File: src/rtl/uart_pkg.sv
// Shared UART definitions: receiver state encoding, frame width and default baud timing.
// The transmitter imports the same baud constants so both ends agree on bit timing.
package uart_pkg;

    localparam int UART_DATA_BITS    = 8;
    localparam int UART_CLK_HZ       = 100_000_000;
    localparam int UART_BAUD         = 115_200;
    localparam int UART_CLKS_PER_BIT = UART_CLK_HZ / UART_BAUD;
    localparam int UART_SYNC_STAGES  = 2;

    typedef enum logic [2:0] {
        IDLE,
        START,
        DATA,
        STOP,
        BREAK
    } uart_state_t;

    // Counter value at which the start bit is re-checked, roughly mid-bit.
    function automatic int halfBitCount(input int clksPerBit);
        return (clksPerBit - 1) / 2;
    endfunction

endpackage

File: src/rtl/uart_rx_if.sv
// Receiver-side bundle: serial line in, holding register and sticky status out,
// plus the CPU read strobe that consumes the held byte.
interface uart_rx_if;
    import uart_pkg::*;

    logic                      RXD;
    logic                      rd_strobe;
    logic [UART_DATA_BITS-1:0] rx_data;
    logic                      rx_valid;
    logic                      frame_err;
    logic                      overrun;
    logic                      busy;

    modport master (
        output RXD,
        output rd_strobe,
        input  rx_data,
        input  rx_valid,
        input  frame_err,
        input  overrun,
        input  busy
    );

    modport slave (
        input  RXD,
        input  rd_strobe,
        output rx_data,
        output rx_valid,
        output frame_err,
        output overrun,
        output busy
    );

endinterface

File: src/rtl/sync_ff.sv
// N-stage flip-flop synchronizer for a single asynchronous input.
// The reset value lets an idle-high line come out of reset without a false edge.
module sync_ff #(
    parameter int   STAGES    = 2,
    parameter logic RESET_VAL = 1'b1
) (
    input  logic clk,
    input  logic rst,
    input  logic i_d,
    output logic o_q
);

    logic [STAGES-1:0] r_sync;

    always_ff @(posedge clk or posedge rst) begin
        if (rst) begin
            r_sync <= {STAGES{RESET_VAL}};
        end else begin
            r_sync <= {r_sync[STAGES-2:0], i_d};
        end
    end

    assign o_q = r_sync[STAGES-1];

endmodule

File: src/rtl/uart_rx.sv
// 8N1 UART receiver with mid-bit sampling, a one-entry holding register and
// sticky framing/overrun flags cleared by the CPU read strobe.
module uart_rx
    import uart_pkg::*;
#(
    parameter int CLKS_PER_BIT = UART_CLKS_PER_BIT,
    parameter int SYNC_STAGES  = UART_SYNC_STAGES
) (
    input  logic      CLK,
    input  logic      RESET,
    uart_rx_if.slave  bus
);

    localparam int            CW   = $clog2(CLKS_PER_BIT);
    localparam logic [CW-1:0] HALF = CW'(halfBitCount(CLKS_PER_BIT));
    localparam logic [CW-1:0] LAST = CW'(CLKS_PER_BIT - 1);

    uart_state_t               r_state;
    logic [CW-1:0]             r_cnt;
    logic [2:0]                r_bitIdx;
    logic [UART_DATA_BITS-1:0] r_shreg;
    logic [UART_DATA_BITS-1:0] r_data;
    logic                      r_valid;
    logic                      r_ferr;
    logic                      r_ovr;

    logic w_rxs;
    logic w_stopTick;
    logic w_goodStop;
    logic w_badStop;

    sync_ff #(
        .STAGES    (SYNC_STAGES),
        .RESET_VAL (1'b1)
    ) u_sync (
        .clk (CLK),
        .rst (RESET),
        .i_d (bus.RXD),
        .o_q (w_rxs)
    );

    assign w_stopTick = (r_state == STOP) && (r_cnt == LAST);
    assign w_goodStop = w_stopTick && w_rxs;
    assign w_badStop  = w_stopTick && !w_rxs;

    always_ff @(posedge CLK or posedge RESET) begin
        if (RESET) begin
            r_state  <= IDLE;
            r_cnt    <= '0;
            r_bitIdx <= '0;
            r_shreg  <= '0;
            r_data   <= '0;
            r_valid  <= 1'b0;
            r_ferr   <= 1'b0;
            r_ovr    <= 1'b0;
        end else begin
            // A read coinciding with a load hands the CPU the new byte and clears nothing.
            if (w_goodStop) begin
                if (!r_valid || bus.rd_strobe) begin
                    r_data  <= r_shreg;
                    r_valid <= 1'b1;
                end else begin
                    r_ovr <= 1'b1;
                end
            end else if (bus.rd_strobe) begin
                r_valid <= 1'b0;
                r_ovr   <= 1'b0;
                r_ferr  <= 1'b0;
            end
            if (w_badStop) begin
                r_ferr <= 1'b1;
            end

            case (r_state)
                IDLE: begin
                    if (!w_rxs) begin
                        r_state <= START;
                        r_cnt   <= '0;
                    end
                end
                START: begin
                    if (r_cnt == HALF) begin
                        r_cnt    <= '0;
                        r_bitIdx <= '0;
                        r_state  <= w_rxs ? IDLE : DATA;
                    end else begin
                        r_cnt <= r_cnt + CW'(1);
                    end
                end
                DATA: begin
                    if (r_cnt == LAST) begin
                        r_cnt   <= '0;
                        r_shreg <= {w_rxs, r_shreg[UART_DATA_BITS-1:1]};
                        if (r_bitIdx == 3'd7) begin
                            r_state <= STOP;
                        end else begin
                            r_bitIdx <= r_bitIdx + 3'd1;
                        end
                    end else begin
                        r_cnt <= r_cnt + CW'(1);
                    end
                end
                STOP: begin
                    if (r_cnt == LAST) begin
                        r_cnt   <= '0;
                        r_state <= w_rxs ? IDLE : BREAK;
                    end else begin
                        r_cnt <= r_cnt + CW'(1);
                    end
                end
                BREAK: begin
                    // Hold off start detection until the line has recovered from a break.
                    if (w_rxs) begin
                        r_state <= IDLE;
                    end
                end
                default: begin
                    r_state <= IDLE;
                end
            endcase
        end
    end

    assign bus.rx_data   = r_data;
    assign bus.rx_valid  = r_valid;
    assign bus.frame_err = r_ferr;
    assign bus.overrun   = r_ovr;
    assign bus.busy      = (r_state != IDLE);

endmodule

File: src/flat_wrapper.sv
// flat-port wrapper written by rule: the top's interface ports become plain ports
module uart_rx_flat import uart_pkg::*;
#(
    parameter int CLKS_PER_BIT = UART_CLKS_PER_BIT,
    parameter int SYNC_STAGES  = UART_SYNC_STAGES
)
  (CLK, RESET, bus_RXD, bus_rd_strobe, bus_rx_data, bus_rx_valid, bus_frame_err, bus_overrun, bus_busy);
  uart_rx_if bus_i ();
  input  logic CLK;
  input  logic RESET;
  input wire logic [$bits(bus_i.RXD)-1:0] bus_RXD;
  input wire logic [$bits(bus_i.rd_strobe)-1:0] bus_rd_strobe;
  output wire logic [$bits(bus_i.rx_data)-1:0] bus_rx_data;
  output wire logic [$bits(bus_i.rx_valid)-1:0] bus_rx_valid;
  output wire logic [$bits(bus_i.frame_err)-1:0] bus_frame_err;
  output wire logic [$bits(bus_i.overrun)-1:0] bus_overrun;
  output wire logic [$bits(bus_i.busy)-1:0] bus_busy;
  assign bus_i.RXD = bus_RXD;
  assign bus_i.rd_strobe = bus_rd_strobe;
  assign bus_rx_data = bus_i.rx_data;
  assign bus_rx_valid = bus_i.rx_valid;
  assign bus_frame_err = bus_i.frame_err;
  assign bus_overrun = bus_i.overrun;
  assign bus_busy = bus_i.busy;
  uart_rx #(.CLKS_PER_BIT(CLKS_PER_BIT), .SYNC_STAGES(SYNC_STAGES)) u_core (.CLK(CLK), .RESET(RESET), .bus(bus_i));
endmodule
File: config.mk
export PLATFORM = sky130hd
export DESIGN_NAME = uart_rx_flat
export DESIGN_NICKNAME = d
export VERILOG_FILES = /design/src/rtl/uart_pkg.sv /design/src/rtl/uart_rx_if.sv /design/src/rtl/sync_ff.sv /design/src/rtl/uart_rx.sv /design/src/flat_wrapper.sv
export SDC_FILE = /design/constraint.sdc
export NUM_CORES = 1
export LEC_CHECK = 0
export ABC_AREA = 1
export BUFFER_PORTS_ARGS = -buffer_cell sky130_fd_sc_hd__buf_4
export CORE_ASPECT_RATIO = 1.2
export CORE_UTILIZATION = 30
export CTS_CLUSTER_SIZE = 8
export DETAILED_ROUTE_END_ITERATION = 6
export MAX_ROUTING_LAYER = met4
export PLACE_DENSITY = 0.5
export SKIP_LAST_GASP = 1
export SLEW_MARGIN = 20
export SYNTH_ARGS = -nofsm -noshare
export SYNTH_HDL_FRONTEND = slang
export SYNTH_SLANG_ARGS = --single-unit
File: constraint.sdc
create_clock -name CLK -period 4.6 [get_ports CLK]
set_input_delay 0.46 -clock CLK [delete_from_list [all_inputs] [get_ports CLK]]
set_output_delay 0.46 -clock CLK [all_outputs]
set_load 0.01 [all_outputs]
; ---- Word level (Yosys, flattened, before mapping)
; Cells that the tools add are included.
[totals]
n_memories = 0
inputBits = 4
output_inout_bits = 12
mem_bits_rw = 0
rom_bits = 0
latchBits = 0
register_bits = 37
wordCells = 73
[classes]
div = 0
shifts = 0
muxes = 24
n_bitwise = 0
magnitude_cmp = 0
n_eq_ne = 17
addsub = 2
n_reduce_logical = 21
mul = 0
[ops]
columns = operator, count
row1 = 2-to-1 mux 10 bit, 3
row2 = 2-to-1 mux 3 bit, 10
row3 = one-hot mux 10 bit (3 select lines), 1
row4 = one-hot mux 3 bit (5 select lines), 1
row5 = != test 2 bit (second input constant), 7
row6 = AND reduction 2 bit, 6
row7 = adder 10 x 1 -> 10 bit (second input constant), 1
row8 = == test 10 bit (second input constant), 1
row9 = == test 10 x 9 -> 1 bit (second input constant), 1
row10 = 2-to-1 mux 1 bit, 7
row11 = == test 3 x 2 -> 1 bit (second input constant), 2
row12 = == test 3 bit (second input constant), 2
row13 = != test 2 x 1 -> 1 bit (second input constant), 3
row14 = one-hot mux 3 bit (2 select lines), 1
row15 = AND reduction 6 bit, 1
row16 = nonzero test 2 bit, 3
row17 = nonzero test 3 bit, 2
row18 = AND reduction 4 bit, 1
row19 = adder 3 x 1 -> 3 bit (second input constant), 1
row20 = == test 3 x 1 -> 1 bit (second input constant), 1
row21 = logical AND 1 bit, 3
row22 = logical NOT 3 bit, 1
row23 = logical NOT 1 bit, 2
row24 = 2-to-1 mux 2 bit, 1
row25 = other kinds (2), 2

; ---- Logic depth before layout (Yosys ltp)
[logic_depth]
word_depth = 5
mapped_depth = 11
mapped_depth_nobuf = 11

; ---- By module
; Synthesis repeated with hierarchy kept, for this count alone.
[unflattened]
hier_cells = 258
hier_area_um2 = 1958.1
[modules_own_cells]
columns = module, seq_area_each_um2, n_inst, area_per_inst_um2, cells_each
row1 = uart_rx, 875.8, 1, 1901.8, 255
row2 = sync_ff, 52.6, 1, 56.3, 3

; ---- Worst setup path after synthesis
; OpenSTA, ideal clock, no wires.
[synth_timing]
path_type = register to register
from = register u_core.r_cnt[0]
to = register u_core.r_data[0] (netlist: u_core.bus.rx_data[0])
stages_incl_launch_ff = 10
synth_period_minus_slack_ns = 1.473
setup_ns = 0.118
path_buffers = 1
arrival_time_ns = 1.355
slack_ns = 3.127
required_time_ns = 4.482
path_cell_list = dfrtp_1 > ha_1 > nand2_2 > nor2_2 > nand2_2 > nor2_4 > nand3_4 > buf_6 > nand2_1 > o21ai_2
[synth_via]
elab_chain_len = 4
[synth_rtl]
columns = item, line_no
row1 = from (decl), uart_rx.sv:19  ; logic [CW-1:0] r_cnt;
row2 = from (signal assigned), uart_rx.sv:87  ; r_cnt <= r_cnt + CW'(1);
row3 = from (signal assigned), uart_rx.sv:100  ; r_cnt <= r_cnt + CW'(1);
row4 = from (signal assigned), uart_rx.sv:108  ; r_cnt <= r_cnt + CW'(1);
row5 = == test 10 bit, uart_rx.sv:42  ; assign w_stopTick = (r_state == STOP) && (r_cnt == LAST);
row6 = logical AND 1 bit, uart_rx.sv:42
row7 = logical AND 1 bit, uart_rx.sv:43  ; assign w_goodStop = w_stopTick && w_rxs;
row8 = AND reduction 2 bit (no source line), --
row9 = to (signal assigned), uart_rx.sv:60  ; r_data <= r_shreg;
row10 = to (decl), uart_rx.sv:22  ; logic [UART_DATA_BITS-1:0] r_data;
; No other way between the ends.
; A chain may end at the register's enable or synchronous reset.

; ---- Final worst setup path
[layout_timing]
from = register u_core.r_state[2]
to = output bus_busy
[layout_via]
elab_chain_len = 1
[layout_rtl]
columns = item, line_no
row1 = from (decl), uart_rx.sv:18  ; uart_state_t r_state;
row2 = from (signal assigned), uart_rx.sv:85  ; r_state <= w_rxs ? IDLE : DATA;
row3 = from (signal assigned), uart_rx.sv:106  ; r_state <= w_rxs ? IDLE : BREAK;
row4 = nonzero test 3 bit, uart_rx.sv:128  ; assign bus.busy = (r_state != IDLE);
row5 = to (decl), flat_wrapper.sv:17  ; output wire logic [$bits(bus_i.busy)-1:0] bus_busy;
; No other way between the ends.

==> results_tabular.tex <==
\begin{tabular}{lr}
\hline
Metric & Value \\
\hline
\multicolumn{2}{l}{\textbf{Status}} \\
\quad Result of the run & finished clean \\
\multicolumn{2}{l}{\textbf{Logic synthesis}} \\
\quad Mapped Nets & 242 \\
\quad Largest area contributor in the synthesized netlist & dfrtp\_1 \\
\quad Number of instances in the synthesized netlist & about 230 \\
\quad Flip-flop cell with the highest count after synthesis & dfrtp\_1 \\
\quad Most frequent cell after synthesis & nand2\_1 \\
\quad Sequential cell area fraction in the yosys report & 48.69\% \\
\quad Number of flops mapped to enable cells by yosys & 0 \\
\quad \#FFs+latches synth & 37 \\
\quad Synth Warn \# & 0 \\
\quad Mapped Area & roughly 1900 um2 \\
\quad Fraction of synthesized cell area taken by the top area cell type & 45.93\% \\
\quad Leading post-synthesis cells by instance count & 65 x nand2\_1, 35 x dfrtp\_1, 32 x inv\_1 \\
\quad Ranking of synthesized cells by area & dfrtp\_1 46\%, nand2\_1 13\%, inv\_1 6.3\%, o21ai\_0 4.5\%, nand3\_1 4.2\% \\
\quad Library cells used by synthesis & 26 \\
\quad Mean instance size in the synthesized netlist & between 8 and 9 um2 \\
\quad Async set-reset flop share out of synthesis & 100.0\% \\
\multicolumn{2}{l}{\textbf{STA}} \\
\quad Hold slack & around 0.27 ns \\
\quad Sum Neg Setup Slack & 0 ns \\
\quad Clock Skew & 0.01002 ns \\
\quad Final Hold Vio Count & 0 \\
\quad Unrepaired setup endpoints after global routing & no \\
\quad Final worst-path cycle share & 36.73\% \\
\quad Worst rel slew slack & 68.06\% \\
\quad Actual slew at the worst max-slew pin & 0.4791 ns \\
\quad Peak Freq & 0.5919 GHz \\
\quad Pins over their slew limit & 0 \\
\quad Min Clock Period, post-route & 1.689 ns \\
\quad Count of final setup violators & 0 \\
\multicolumn{2}{l}{\textbf{CTS}} \\
\quad Total clock sinks & 37 \\
\quad CTS H-tree depth & 2 \\
\quad Post-CTS Resized & 0 \\
\quad Clk slew on worst S/H paths & around 0.08 ns \\
\quad TritonCTS clock tree & yes \\
\quad Number of buffers between clock root and the deepest sink & 2 \\
\quad Clock insertion delay at the later pin of the skew report & between 0.2 and 0.3 ns \\
\quad TritonCTS Buffers & 5 \\
\quad Root buf cell & clkbuf\_8 \\
\quad Hold\_buf cts & 0 \\
\quad Number of buffers added for setup after CTS & 0 \\
\multicolumn{2}{l}{\textbf{Route}} \\
\quad Initial DRT Pass Iterations & 4 \\
\quad Via total after detailed routing & 1489 \\
\quad Detailed-route DRC error count & 0 \\
\quad Wire per inst & between 10 and 15 um \\
\quad Number of DRC markers after the initial detailed-route iteration & between 80 and 90 \\
\quad Vias per inst & between 4 and 5 \\
\quad Remaining antenna violation count & 0 \\
\quad Wire length after detailed routing & 3857 um \\
\multicolumn{2}{l}{\textbf{Min path}} \\
\quad Class of the tightest hold or removal check & primary input to async pin \\
\multicolumn{2}{l}{\textbf{Placed design}} \\
\quad Final RePlAce weighted congestion & 0.8530 \\
\quad Post-detailed-placement half-perimeter wirelength & $\sim$2900 um \\
\quad Placed standard-cell area & 2100 um2 \\
\quad IO Port Bufs & 15 \\
\multicolumn{2}{l}{\textbf{GRT}} \\
\quad Wire length of the first global-routing pass & 6603 um \\
\quad Total GRT Usage & a little over an eighth \\
\quad Global routing met2 resource utilization & a little over a fifth \\
\quad Antenna violations before repair & 0 \\
\quad Maximum number of pins on one net before global-route repair & 38 \\
\quad Met3 track demand over resource & 3.157\% \\
\quad Met1 layer usage reported by global route & 16.56\% \\
\quad Number of global-route vias before repair & approximately 1400 \\
\quad Busiest layer in global routing & met2 \\
\quad Global route total overflow & 0 \\
\multicolumn{2}{l}{\textbf{Power and ir drop}} \\
\quad Peak ir drop on the vdd network & around 0.21 mV \\
\quad Pwr/cell area & 282.8 nW/um2 \\
\quad Total leakage power & roughly 0.0011 uW \\
\multicolumn{2}{l}{\textbf{Final layout}} \\
\quad Area occupied by multi-input gates & 820.8 um2 \\
\quad Post-Layout Inst Area & 2215 um2 \\
\quad Diode insertion count for antenna repair & 0 \\
\quad Net total in the final layout & 262 \\
\quad Area growth from synthesis to final layout & 16.14\% \\
\quad Number of filler instances in the final layout & 647 \\
\quad Fraction of layout instances using a drive strength above 1 & 19.22\% \\
\quad Storage cell area & 928.4 um2 \\
\multicolumn{2}{l}{\textbf{Setup path}} \\
\quad Startpoint type of the worst setup path & register \\
\quad Max FO, Critical Path & 5 \\
\quad Kind of capture point of the worst setup path & output port \\
\quad Delay contributed by the slowest stage of the critical path & 0.43 ns \\
\quad Data required time of the worst path & 4.14 ns \\
\quad Signal arrival time at the worst endpoint & 1.23 ns \\
\quad Cell with the biggest individual delay on the critical path & dfrtp\_1 \\
\quad Endpoint of the most critical setup path & bus\_busy \\
\quad Reg2Reg Setup Slack & around 2.9 ns \\
\quad Source of the critical timing path & u\_core.r\_state[2]\$\_DFFE\_PP0P\_ \\
\quad Reg-to-reg critical path startpoint & u\_core.r\_cnt[0]\$\_DFFE\_PP0P\_ \\
\quad Destination of the worst register-to-register timing path & u\_core.bus.rx\_data[7]\$\_DFFE\_PP0P\_ \\
\quad Number of cells traversed by the worst register-to-register path & 8 \\
\quad Kind of critical path & register to output port \\
\quad Ordered cell list for the critical path & nor2\_1, nand2\_1, buf\_4 \\
\multicolumn{2}{l}{\textbf{Die}} \\
\quad Height of the die & 89.34 um \\
\quad Starting Density & 31.31\% \\
\quad Die Width & 74.78 um \\
\quad Site row count & 31 \\
\quad Placeable Area & 6090 um2 \\
\quad Die area & 6680 um2 \\
\quad Number of primary I/O pins & 16 \\
\multicolumn{2}{l}{\textbf{Flow run}} \\
\quad Number of maximum-capacitance violations & 0 \\
\hline
\end{tabular}
==> layer usage <==
layer / vias to the layer above / routed length [um]
met1: 677 / 1814
met4: 0 / 91
li1: 783 / -
met5: - / 0
met3: 9 / 97
met2: 20 / 1854
==> per-stage QoR <==
step	setup slack, ns	total power, uW	utilization [%]	cells
3_5_place_dp	2.909	345.1	34.48	329
2_1_floorplan	3.127	339.5	-	234
3_3_place_gp	2.919	345.1	34.48	329
4_1_cts	2.882	636.1	36.37	337
6_report	2.911	626.3	36.37	337
5_1_grt	2.741	650.4	36.37	337
==> worst max-delay path, delay by kind of cell, from the launching register on <==
family / cells / cell delay [ns]
buf+inv: 1 / 0.16
simple gates: 2 / 0.35
flops: 1 / 0.43
==> power breakdown <==
group	switching, uW	leakage [uW]	internal [uW]
sequential	1.21	0.000495	327
combinational	7.69	0.000532	2.50
clock	126	0.0000543	162
total	135	0.00108	491
==> final cells by class <==
cell class	count	area share, %
Clock buffer	5	3.107
Sequential cell	37	41.92
Tap cell	82	4.633
Inverter	34	5.763
Clock inverter	3	2.090
Timing Repair Buffer	16	5.424
Multi-Input combinational cell	160	37.06
==> placed cells by master, fill, tap and decap left out, drive strengths merged <==
| master | count |
|---|---|
| nand3b | 1 |
| o21ai | 26 |
| nand2 | 71 |
| dfstp | 2 |
| buf | 16 |
| nor2 | 22 |
| clkinvlp | 1 |
| nand3 | 18 |
| nand4 | 3 |
| xor2 | 4 |
| nor3 | 4 |
| bufinv | 1 |
| inv | 34 |
| ha | 4 |
| clkinv | 1 |
| dfrtp | 35 |
| o22ai | 1 |
| a21oi | 5 |
| clkbuf | 5 |
| or2 | 1 |
==> logic make-up (layout without fill, tap and decap cells) <==
logic type | after synthesis | in the layout | share of synthesized area [%]
and+or+nand+nor | 120 | 120 | 28.54
DFF | 37 | 37 | 48.69
buffers and inverters | 37 | 58 | 8.268
AOI/OAI and AO/OA | 32 | 32 | 10.04
adders and majority gates | 4 | 4 | 2.625
xor gates and xnor gates | 4 | 4 | 1.837
==> worst min-delay path by stage <==
stage                                                  from                                 to  slack [ns]  depth (start not counted)
final                                                 RESET        u_core.r_cnt[3]$_DFFE_PP0P_        0.27                          3
after detailed placement  u_core.u_sync.r_sync[0]$_DFF_PP1_  u_core.u_sync.r_sync[1]$_DFF_PP1_        0.35                          0
after global placement    u_core.u_sync.r_sync[0]$_DFF_PP1_  u_core.u_sync.r_sync[1]$_DFF_PP1_        0.35                          0
after global routing                                bus_RXD  u_core.u_sync.r_sync[0]$_DFF_PP1_        0.26                          1
after floorplan           u_core.u_sync.r_sync[0]$_DFF_PP1_  u_core.u_sync.r_sync[1]$_DFF_PP1_        0.35                          0
after CTS                                           bus_RXD  u_core.u_sync.r_sync[0]$_DFF_PP1_        0.27                          1
==> flip-flops by register name (all words and copies together), names as in the netlist <==
name and flops:
u_core.bus.rx_valid 1, u_core.u_sync.r_sync 2, u_core.r_bitIdx 3, u_core.bus.frame_err 1
u_core.bus.overrun 1, u_core.r_shreg 8, u_core.r_state 3, u_core.r_cnt 10
u_core.bus.rx_data 8
No activity file was read; power rests on OpenSTA's default activity.
